File: config.mk
export PLATFORM = sky130hd
export DESIGN_NAME = fifo_stream_reader
export DESIGN_NICKNAME = d
export VERILOG_FILES = /design/src/rtl/fifo_stream_reader.sv
export SDC_FILE = /design/constraint.sdc
export NUM_CORES = 1
export LEC_CHECK = 0
export BUFFER_PORTS_ARGS = -buffer_cell sky130_fd_sc_hd__buf_2
export CAP_MARGIN = 20
export CORE_ASPECT_RATIO = 0.6
export CORE_MARGIN = 2
export CORE_UTILIZATION = 45
export DETAILED_ROUTE_END_ITERATION = 7
export PLACE_DENSITY = 0.71
export SYNTH_ARGS = -nofsm -noshare
export SYNTH_HDL_FRONTEND = slang
export SYNTH_SLANG_ARGS = --single-unit
export TNS_END_PERCENT = 1
File: constraint.sdc
create_clock -name clk -period 2.04 [get_ports clk]
set_input_delay 0.408 -clock clk [delete_from_list [all_inputs] [get_ports clk]]
set_output_delay 0.408 -clock clk [all_outputs]
set_load 0.01 [all_outputs]
File: src/rtl/fifo_stream_reader.sv
// rtl/fifo_stream_reader.sv - read-side FIFO consumer with a two-entry output buffer
// Optional FIFO_READER_CNT_EN adds a saturating 16-bit word_count of accepted transfers.
module fifo_stream_reader #(
  parameter int WIDTH = 8
) (
  input  logic             clk,
  input  logic             rst,
  input  logic             fifo_empty,
  output logic             fifo_rd_en,
  input  logic [WIDTH-1:0] fifo_rd_data,
  output logic             m_valid,
  input  logic             m_ready,
  output logic [WIDTH-1:0] m_data
`ifdef FIFO_READER_CNT_EN
  ,
  output logic [15:0]      word_count
`endif
);

  typedef enum logic [1:0] {
    EMPTY = 2'd0,
    ONE   = 2'd1,
    TWO   = 2'd2
  } occ_t;

  occ_t             state, state_next;
  logic             inflight;
  logic [WIDTH-1:0] buf0, buf1, buf0_next, buf1_next;
  logic             pop;
  logic [2:0]       load;

  assign m_valid = (state != EMPTY);
  assign m_data  = buf0;
  assign pop     = m_valid && m_ready;

  // Words already committed (buffered plus in flight) must leave room for one more.
  assign load       = 3'(state) + 3'(inflight);
  assign fifo_rd_en = !rst && !fifo_empty && (load <= 3'd1 + 3'(pop));

  always_ff @(posedge clk) begin
    if (rst) begin
      state    <= EMPTY;
      inflight <= 1'b0;
      buf0     <= '0;
      buf1     <= '0;
    end else begin
      state    <= state_next;
      inflight <= fifo_rd_en;
      buf0     <= buf0_next;
      buf1     <= buf1_next;
    end
  end

  // buf0 is always the head; buf1 only ever holds the second-oldest word.
  always_comb begin
    state_next = state;
    buf0_next  = buf0;
    buf1_next  = buf1;
    case (state)
      EMPTY: begin
        if (inflight) begin
          state_next = ONE;
          buf0_next  = fifo_rd_data;
        end
      end
      ONE: begin
        if (inflight && pop) begin
          buf0_next = fifo_rd_data;
        end else if (inflight) begin
          state_next = TWO;
          buf1_next  = fifo_rd_data;
        end else if (pop) begin
          state_next = EMPTY;
        end
      end
      TWO: begin
        if (pop) begin
          state_next = ONE;
          buf0_next  = buf1;
        end
      end
      default: state_next = EMPTY;
    endcase
  end

`ifdef FIFO_READER_CNT_EN
  always_ff @(posedge clk) begin
    if (rst) begin
      word_count <= 16'd0;
    end else if (pop && (word_count != 16'hFFFF)) begin
      word_count <= word_count + 16'd1;
    end
  end
`endif

endmodule
; Word-level counts from Yosys, hierarchy flattened
; Index checks and enable logic that the tools add are counted.
[word_totals]
inputBits = 12
reg_bits = 19
output_inout_bits = 10
[op_classes]
addsub = 2
n_eq_ne = 7
n_reduce_logical = 12
n_lt_le_gt_ge = 1
n_mux = 10
bitwise_logic = 1
[op_table]
columns = op, count
row1 = $mux W8, 3
row2 = $pmux W8 S3, 1
row3 = $mux W2, 5
row4 = $ne A2 B2 Y1 const B, 4
row5 = $reduce_and A4 Y1, 2
row6 = $pmux W2 S3, 1
row7 = $logic_and A1 B1 Y1, 4
row8 = $add A2 B1 Y3, 1
row9 = $le A3 B2 Y1, 1
row10 = $ne A3 B3 Y1 const B, 1
row11 = $reduce_and A3 Y1, 1
row12 = $reduce_bool A3 Y1, 1
row13 = $add A1 B1 Y2 const A, 1
row14 = $eq A2 B1 Y1 const B, 1
row15 = $eq A2 B2 Y1 const B, 1
row16 = $logic_not A1 Y1, 2
row17 = $logic_not A2 Y1, 1
row18 = $reduce_bool A2 Y1, 1
row19 = $not A1 Y1, 1

; Logic depth before layout (Yosys ltp)
; Gate-level depths: netlist (run 1).
[logic_depth]
word_depth = 6
depth_mapped = 7
ltp_nobuf = 7

; Worst setup path before layout (run 1)
; OpenSTA, ideal clock, no wires.
[synth_timing]
path_type = reg2out
startpoint = register state[1]
endpoint = output fifo_rd_en
required_time_ps = 1632
path_stages_with_launch = 7
t_arrival_ps = 1839
setup_slack_ps = -207
cell_sequence = dfxtp_1 -> or2_2 -> and2_1 -> fa_1 -> o31a_1 -> a21oi_1 -> nor3_1
[synth_between]
elab_chain_cells = 5
[synth_lines]
columns = item, line_no
row1 = start: declaration, 26  ; occ_t state, state_next;
row2 = start signal: assignment, 47  ; state <= state_next;
row3 = $reduce_bool A2 Y1, 32  ; assign m_valid = (state != EMPTY);
row4 = via m_valid, 11  ; output logic m_valid,
row5 = $logic_and A1 B1 Y1, 34  ; assign pop = m_valid && m_ready;
row6 = $add A1 B1 Y2, 38  ; assign fifo_rd_en = !rst && !fifo_empty && (load <= 3'd1 + 3'(pop));
row7 = $le A3 B2 Y1, 38
row8 = $logic_and A1 B1 Y1, 38
row9 = end: declaration, 9  ; output logic fifo_rd_en,
; The timed path passes the listed nets, and every way through them passes these cells.

; Worst setup path in the final report (run 1)
[layout_timing]
startpoint = register state[0]
endpoint = output fifo_rd_en
[layout_between]
elab_chain_cells = 5
[layout_lines]
columns = item, line_no
row1 = $reduce_bool A2 Y1, 32
row2 = $logic_and A1 B1 Y1, 34
row3 = $add A1 B1 Y2, 38
row4 = $le A3 B2 Y1 *, 38
row5 = $logic_and A1 B1 Y1 *, 38
; Every way passes the cells marked *; elsewhere a longest branch is shown, timed or not.

==> impl_metrics.py, run 1 <==
metrics = {
    "global_routing": {
        "grt_max_degree": 20,
        "antenna_found_initial": 0,
        "overflow": 0,
        "grt_usage": 0.1855,
        "grt_pass1_vias": 711,
        "grt_pass1_wl_mm": 3.443,
    },
    "power_and_ir_drop": {
        "p_leak_nw": 0.5350,
        "ir_drop_uv": 433.0,
        "p_per_area_nw_per_um2": 710.3,
    },
    "run": {
        "maxCapViolations": 0,
    },
    "final_layout": {
        "areaGrowthSynthToFinish_pct": 21.77,
        "layout_commonest_cell": "buf_2",
        "diodes": 0,
        "stdcell_area_um2": 1204,
        "drive_gt1_frac": 0.4016,
        "layout_common_cells": "21 x buf_2, 17 x dfxtp_1, 16 x mux2i_1",
        "layout.nets": 139,
        "post-route-util": 0.5692,
        "final_cell_count_no_fill": 152,
    },
    "floorplan": {
        "die_area_um2": 2600,
        "std_cell_rows": 13,
        "dieHeight_um": 40.31,
        "start_util": 0.4675,
        "io_pins": 22,
        "core_area_um2": 2115,
        "die_x_um": 64.51,
    },
    "clocking": {
        "post_cts_resized": 0,
        "clkTransAtPathRegs_ns": 0.11,
        "clk_latency_ns": 0.30,
        "clock_sinks": 19,
        "cts.path.max_buffers": 2,
        "cts_buffers": 3,
        "root_buffer": "clkbuf_4",
        "cts-htree-levels": 1,
        "cts_tree": "yes",
    },
    "worst_setup_path": {
        "worstSetupEndpointType": "output port",
        "start_kind": "flop",
        "crit_chain": "or2_4 > and2_4 > fa_1 > o31a_1 > a21oi_2 > nor3_2 > buf_2",
        "cp.required_ns": 1.63,
        "worstPathMaxFanout": 3,
        "crit_slowest_cell": "fa_1",
        "max_stage_delay_ns": 0.47,
        "cp_num_buf_inv": 1,
        "cp_top_family": "adder cells",
        "crit_type": "reg2out",
        "cp.arrival_ns": 2.10,
    },
    "timing": {
        "maxSlewViolCount": 0,
        "worst_pin_slew_ns": 0.5915,
        "hold_viol_final": 0,
        "max_slew_margin": 0.6057,
        "min_period_over_period": 1.232,
        "max_clock_freq_mhz": 397.9,
        "rsz0062_at_grt": "yes",
        "worst_slack_ns": -0.4729,
        "min_period_ns": 2.513,
        "finalClockSkew_ns": 0.001550,
        "finalSetupViolations": 1,
    },
    "place": {
        "post-place-cells": 148,
        "post-place-ws_ns": -0.1187,
        "io_buffer_count": 21,
        "gp_congestion": 0.7748,
        "dp_hpwl_mm": 1.614,
        "dpl_cell_area_um2": 1177,
    },
    "outcome": {
        "outcome": "finished with violations",
        "violations": "negative setup slack",
    },
    "routing": {
        "drt_pass1_iterations": 4,
        "totalWireLength_mm": 2.155,
        "num_vias": 785,
        "ant_nets": 0,
        "drtIter0Drc": 10,
        "routedWlPerCell_um": 14.18,
        "routed_via_density": 5.164,
        "drc": 0,
    },
    "yosys": {
        "yosys_warnings": 0,
        "yosys-top-cells-area": "dfxtp_1 38%, mux2i_1 16%, a211oi_2 10%",
        "synthesis.area_per_instance_um2": 10.40,
        "synth_top_flop_cell": "dfxtp_1",
        "ys_async_sr_fraction": 0,
        "synth_area_leader_cell": "dfxtp_1",
        "syn_inst": 95,
        "synth_edf_count": 0,
        "synth.ff_latch_count": 19,
        "syn-num-nets": 111,
        "syn_area_um2": 988.4,
        "synth_top_area_share": 0.3848,
        "yosysSeqAreaShare": 0.3848,
        "yosysUniqueCellTypes": 27,
    },
    "hold_path": {
        "min_path_type": "in2reg",
    },
}
worst reg2reg max path: stages (launching register included):
cell and delay [ns]:
dfxtp_2 0.35, or2_4 0.24, and2_4 0.14, fa_1 0.47, o31a_1 0.27, a21oi_2 0.14, nor3_1 0.06
power breakdown:
part	internal [mW]	switching, mW	leakage [nW]
registers	0.400	0.0154	0.156
logic	0.120	0.125	0.364
clock network	0.0762	0.119	0.0150
total	0.596	0.259	0.535
metrics by stage:
stage / hold slack (ns) / total power, mW / setup TNS, ns
global placement: 0.4706 / 0.6563 / -0.08257
CTS: 0.2780 / 0.8657 / -0.4822
detailed placement: 0.4814 / 0.6692 / -0.1187
floorplan: 0.4596 / 0.5844 / 0
finish: 0.2836 / 0.8550 / -0.4729
global route: 0.2687 / 0.9080 / -0.5453
kinds of logic after synthesis:
logic type / share of synthesized area
mux: 0.1620
buf+inv: 0.05948
fa+ha+maj: 0.05823
simple gates: 0.1190
flops: 0.3848
compound gates: 0.2165
registers in the layout (all words and copies together) (netlist names):
name,flops
buf1,8
m_data,8
state,2
inflight,1
final timing paths:
check	start	to	slack, ns	depth (start not counted)
max reg2reg	state[0]	inflight	0.26	6
min reg2reg	buf1[6]	buf1[6]	0.50	2
max	state[0]	fifo_rd_en	-0.47	7
min	fifo_empty	inflight	0.28	2
synthesized netlist by cell type, types with 2 or more instances:
| library cell | count |
|---|---|
| a211oi_1 | 9 |
| a211oi_2 | 8 |
| a21oi_1 | 2 |
| and2_1 | 3 |
| buf_4 | 2 |
| clkbuf_1 | 2 |
| dfxtp_1 | 19 |
| ha_1 | 3 |
| inv_1 | 4 |
| mux2i_1 | 16 |
| nand2b_1 | 2 |
| nor2_1 | 9 |
| nor3_1 | 2 |
per-layer routing:
| metal | vias up | share of wire | GRT usage | wire (um) |
|---|---|---|---|---|
| li1 | 400 | - | - | - |
| met1 | 363 | 0.47 | 0.2258 | 1019 |
| met2 | 17 | 0.47 | 0.3307 | 1011 |
| met3 | 5 | 0.047 | 0.05056 | 101 |
| met4 | 0 | 0.010 | 0.06383 | 22 |
| met5 | - | 0 | 0 | 0 |
repair_timing:
action | in CTS | in global routing
setup buffers | 0 | 0
endpoints found under the hold margin | 0 | 0
hold buffers | 0 | 0
setup endpoints to repair | 1 | 1
cell type report:
type                            instances  area, um^2
Multi-Input combinational cell         65       569.3
Clock buffer                            4       26.28
Fill cell                             190       910.9
Sequential cell                        19       382.9
Timing Repair Buffer                   30       172.7
Tap cell                               30       37.54
Inverter                                4       15.01
Power figures use the tool's default switching activity.
==> run 2: changes to the inputs <==
--- a/config.mk
+++ b/config.mk
@@ -7,11 +7,10 @@
 export LEC_CHECK = 0
 export BUFFER_PORTS_ARGS = -buffer_cell sky130_fd_sc_hd__buf_2
 export CAP_MARGIN = 20
-export CORE_ASPECT_RATIO = 0.6
 export CORE_MARGIN = 2
-export CORE_UTILIZATION = 45
+export CORE_UTILIZATION = 47
 export DETAILED_ROUTE_END_ITERATION = 7
-export PLACE_DENSITY = 0.71
+export PLACE_DENSITY = 0.74
 export SYNTH_ARGS = -nofsm -noshare
 export SYNTH_HDL_FRONTEND = slang
 export SYNTH_SLANG_ARGS = --single-unit
==> run 2 against run 1 <==
Against the previous run: critical endpoint unchanged; clock skew rose by 0.0047 ns; cell count fell by 2.6%; design area down 0.83%; register-to-register slack improved by 0.02 ns; combinational power down 4%; clock power shrank 4%; critical path depth unchanged; flip-flop and latch count did not move; clock-buffer cell count decreased by 1; the flow still finishes with violations (negative setup slack).
==> impl_metrics.py, run 2 (same netlist as run 1, synthesis figures left out) <==
metrics = {
    "worst_setup_path": {
        "cp-startpoint": "state[0]",
        "cp.arrival_ns": 2.07,
        "r2r_slack_ns": 0.28,
        "r2r-end": "inflight",
        "worstSetupEndpointType": "output port",
        "crit_type": "reg2out",
        "cp.required_ns": 1.63,
        "ff2ff_path_depth": 6,
        "start_kind": "flop",
        "regToRegStartpoint": "state[0]",
        "worstPathMaxFanout": 3,
    },
    "final_layout": {
        "layout.nets": 138,
        "layout_common_cells": "21 x buf_2, 17 x dfxtp_1, 16 x mux2i_1, 9 x nor2_1, 9 x a211oi_1",
        "areaGrowthSynthToFinish_pct": 20.76,
        "drive_gt1_frac": 0.4050,
        "multi_input_area_um2": 569.3,
        "layout_commonest_cell": "buf_2",
        "diodes": 0,
        "stdcell_area_um2": 1194,
        "regArea_um2": 382.9,
        "final_cell_count_no_fill": 148,
        "n_fill_cell": 168,
    },
    "timing": {
        "finalSetupViolations": 1,
        "worst_pin_slew_ns": 0.5843,
        "finalSetupTns_ns": -0.4418,
        "max_slew_margin": 0.6105,
        "finalClockSkew_ns": 0.006243,
        "min_period_over_period": 1.217,
        "min_period_ns": 2.482,
        "maxSlewViolCount": 0,
        "rsz0062_at_grt": "yes",
        "hold_viol_final": 0,
        "worst_slack_ns": -0.4418,
        "max_clock_freq_mhz": 402.9,
    },
    "routing": {
        "drt_pass1_iterations": 4,
        "totalWireLength_mm": 1.876,
        "drc": 0,
        "routed_via_density": 5.169,
        "drtIter0Drc": 3,
        "routedWlPerCell_um": 12.68,
        "num_vias": 765,
        "ant_nets": 0,
    },
    "power_and_ir_drop": {
        "p_leak_nw": 0.5325,
        "ir_drop_uv": 412.1,
        "pwr-share-comb": 0.281,
        "swShare": 0.2956,
        "switchingPower_uw": 247.3,
        "p_clk_frac": 0.224,
        "p_per_area_nw_per_um2": 700.8,
        "pwr-share-seq": 0.496,
        "p_int_uw": 589.2,
    },
    "floorplan": {
        "start_util": 0.4987,
        "die_x_um": 49.86,
        "dieHeight_um": 49.86,
        "io_pins": 22,
        "core_area_um2": 1982,
        "std_cell_rows": 16,
        "die_area_um2": 2486,
    },
    "global_routing": {
        "grt_max_degree": 20,
        "overflow": 0,
        "grt_pass1_vias": 781,
        "grt_pass1_wl_mm": 3.222,
        "grt_usage": 0.1651,
        "antenna_found_initial": 0,
    },
    "place": {
        "gp_congestion": 0.8086,
        "post-place-cells": 144,
        "post-place-ws_ns": -0.1276,
        "io_buffer_count": 21,
        "dp_hpwl_mm": 1.427,
        "dpl_cell_area_um2": 1166,
    },
    "clocking": {
        "cts.path.max_buffers": 2,
        "cts-htree-levels": 1,
        "clk_latency_ns": 0.29,
        "postCtsSetupRepairBufs": 0,
        "clock_sinks": 19,
        "root_buffer": "clkbuf_4",
        "post_cts_resized": 0,
        "cts_tree": "yes",
        "clkTransAtPathRegs_ns": 0.10,
        "cts_buffers": 3,
    },
    "hold_path": {
        "min_path_type": "in2reg",
        "min_to": "inflight",
        "min_from": "fifo_empty",
        "whs_path_depth": 2,
    },
    "run": {
        "maxCapViolations": 0,
    },
    "outcome": {
        "violations": "negative setup slack",
        "outcome": "finished with violations",
    },
}
run 2: cell count changes in the layout (fill, tap and decap cells not counted), sizes merged:
cell,delta
buf,-1
clkbuf,-1
clkinv,+1
run 2: what timing repair did:
| action | 4_1_cts | 5_1_grt |
|---|---|---|
| hold endpoints to repair | 0 | 0 |
| setup endpoints to repair | 1 | 1 |
| hold buffers | 0 | 0 |
run 2: power by group through the flow:
| stage | logic (mW) | clock network, mW | registers, mW |
|---|---|---|---|
| after floorplan | 0.149 | 0 | 0.435 |
| after global placement | 0.229 | 0 | 0.422 |
| after detailed placement | 0.236 | 0 | 0.424 |
| after CTS | 0.237 | 0.194 | 0.415 |
| after global routing | 0.260 | 0.203 | 0.418 |
| final | 0.235 | 0.187 | 0.415 |
run 2: stage by stage:
step	util	total power [mW]	hold slack, ns
after floorplan	-	0.5844	0.4596
after global placement	0.5884	0.6516	0.4719
after detailed placement	0.5884	0.6598	0.4832
after CTS	0.6023	0.8459	0.2938
after global routing	0.6023	0.8814	0.2993
final	0.6023	0.8365	0.3002
run 2: per-layer routing:
| layer | global-route usage | vias to the layer above | part of all wire |
|---|---|---|---|
| li1 | - | 392 | - |
| met1 | 0.1924 | 360 | 0.47 |
| met2 | 0.3044 | 13 | 0.50 |
| met3 | 0.03030 | 0 | 0.030 |
| met4 | 0.04630 | 0 | 0 |
| met5 | 0 | - | 0 |
run 2: cell type report:
type / instances / area share
Multi-Input combinational cell: 65 / 0.4769
Sequential cell: 19 / 0.3208
Timing Repair Buffer: 29 / 0.1384
Tap cell: 27 / 0.02830
Clock buffer: 3 / 0.01887
Inverter: 4 / 0.01258
Clock inverter: 1 / 0.004193
run 2: critical path, stage by stage (launching register included):
cell	delay (ns)
dfxtp_2	0.34
or2_4	0.24
and2_4	0.14
fa_1	0.46
o31a_1	0.27
a21oi_2	0.14
nor3_2	0.06
buf_2	0.13
run 2: how the worst max path moves through the flow:
stage	depth (start not counted)	to	slack, ns
2_1_floorplan	6	fifo_rd_en	0.004
3_3_place_gp	7	fifo_rd_en	-0.09
3_5_place_dp	7	fifo_rd_en	-0.13
4_1_cts	7	fifo_rd_en	-0.46
5_1_grt	7	fifo_rd_en	-0.55
6_report	7	fifo_rd_en	-0.44
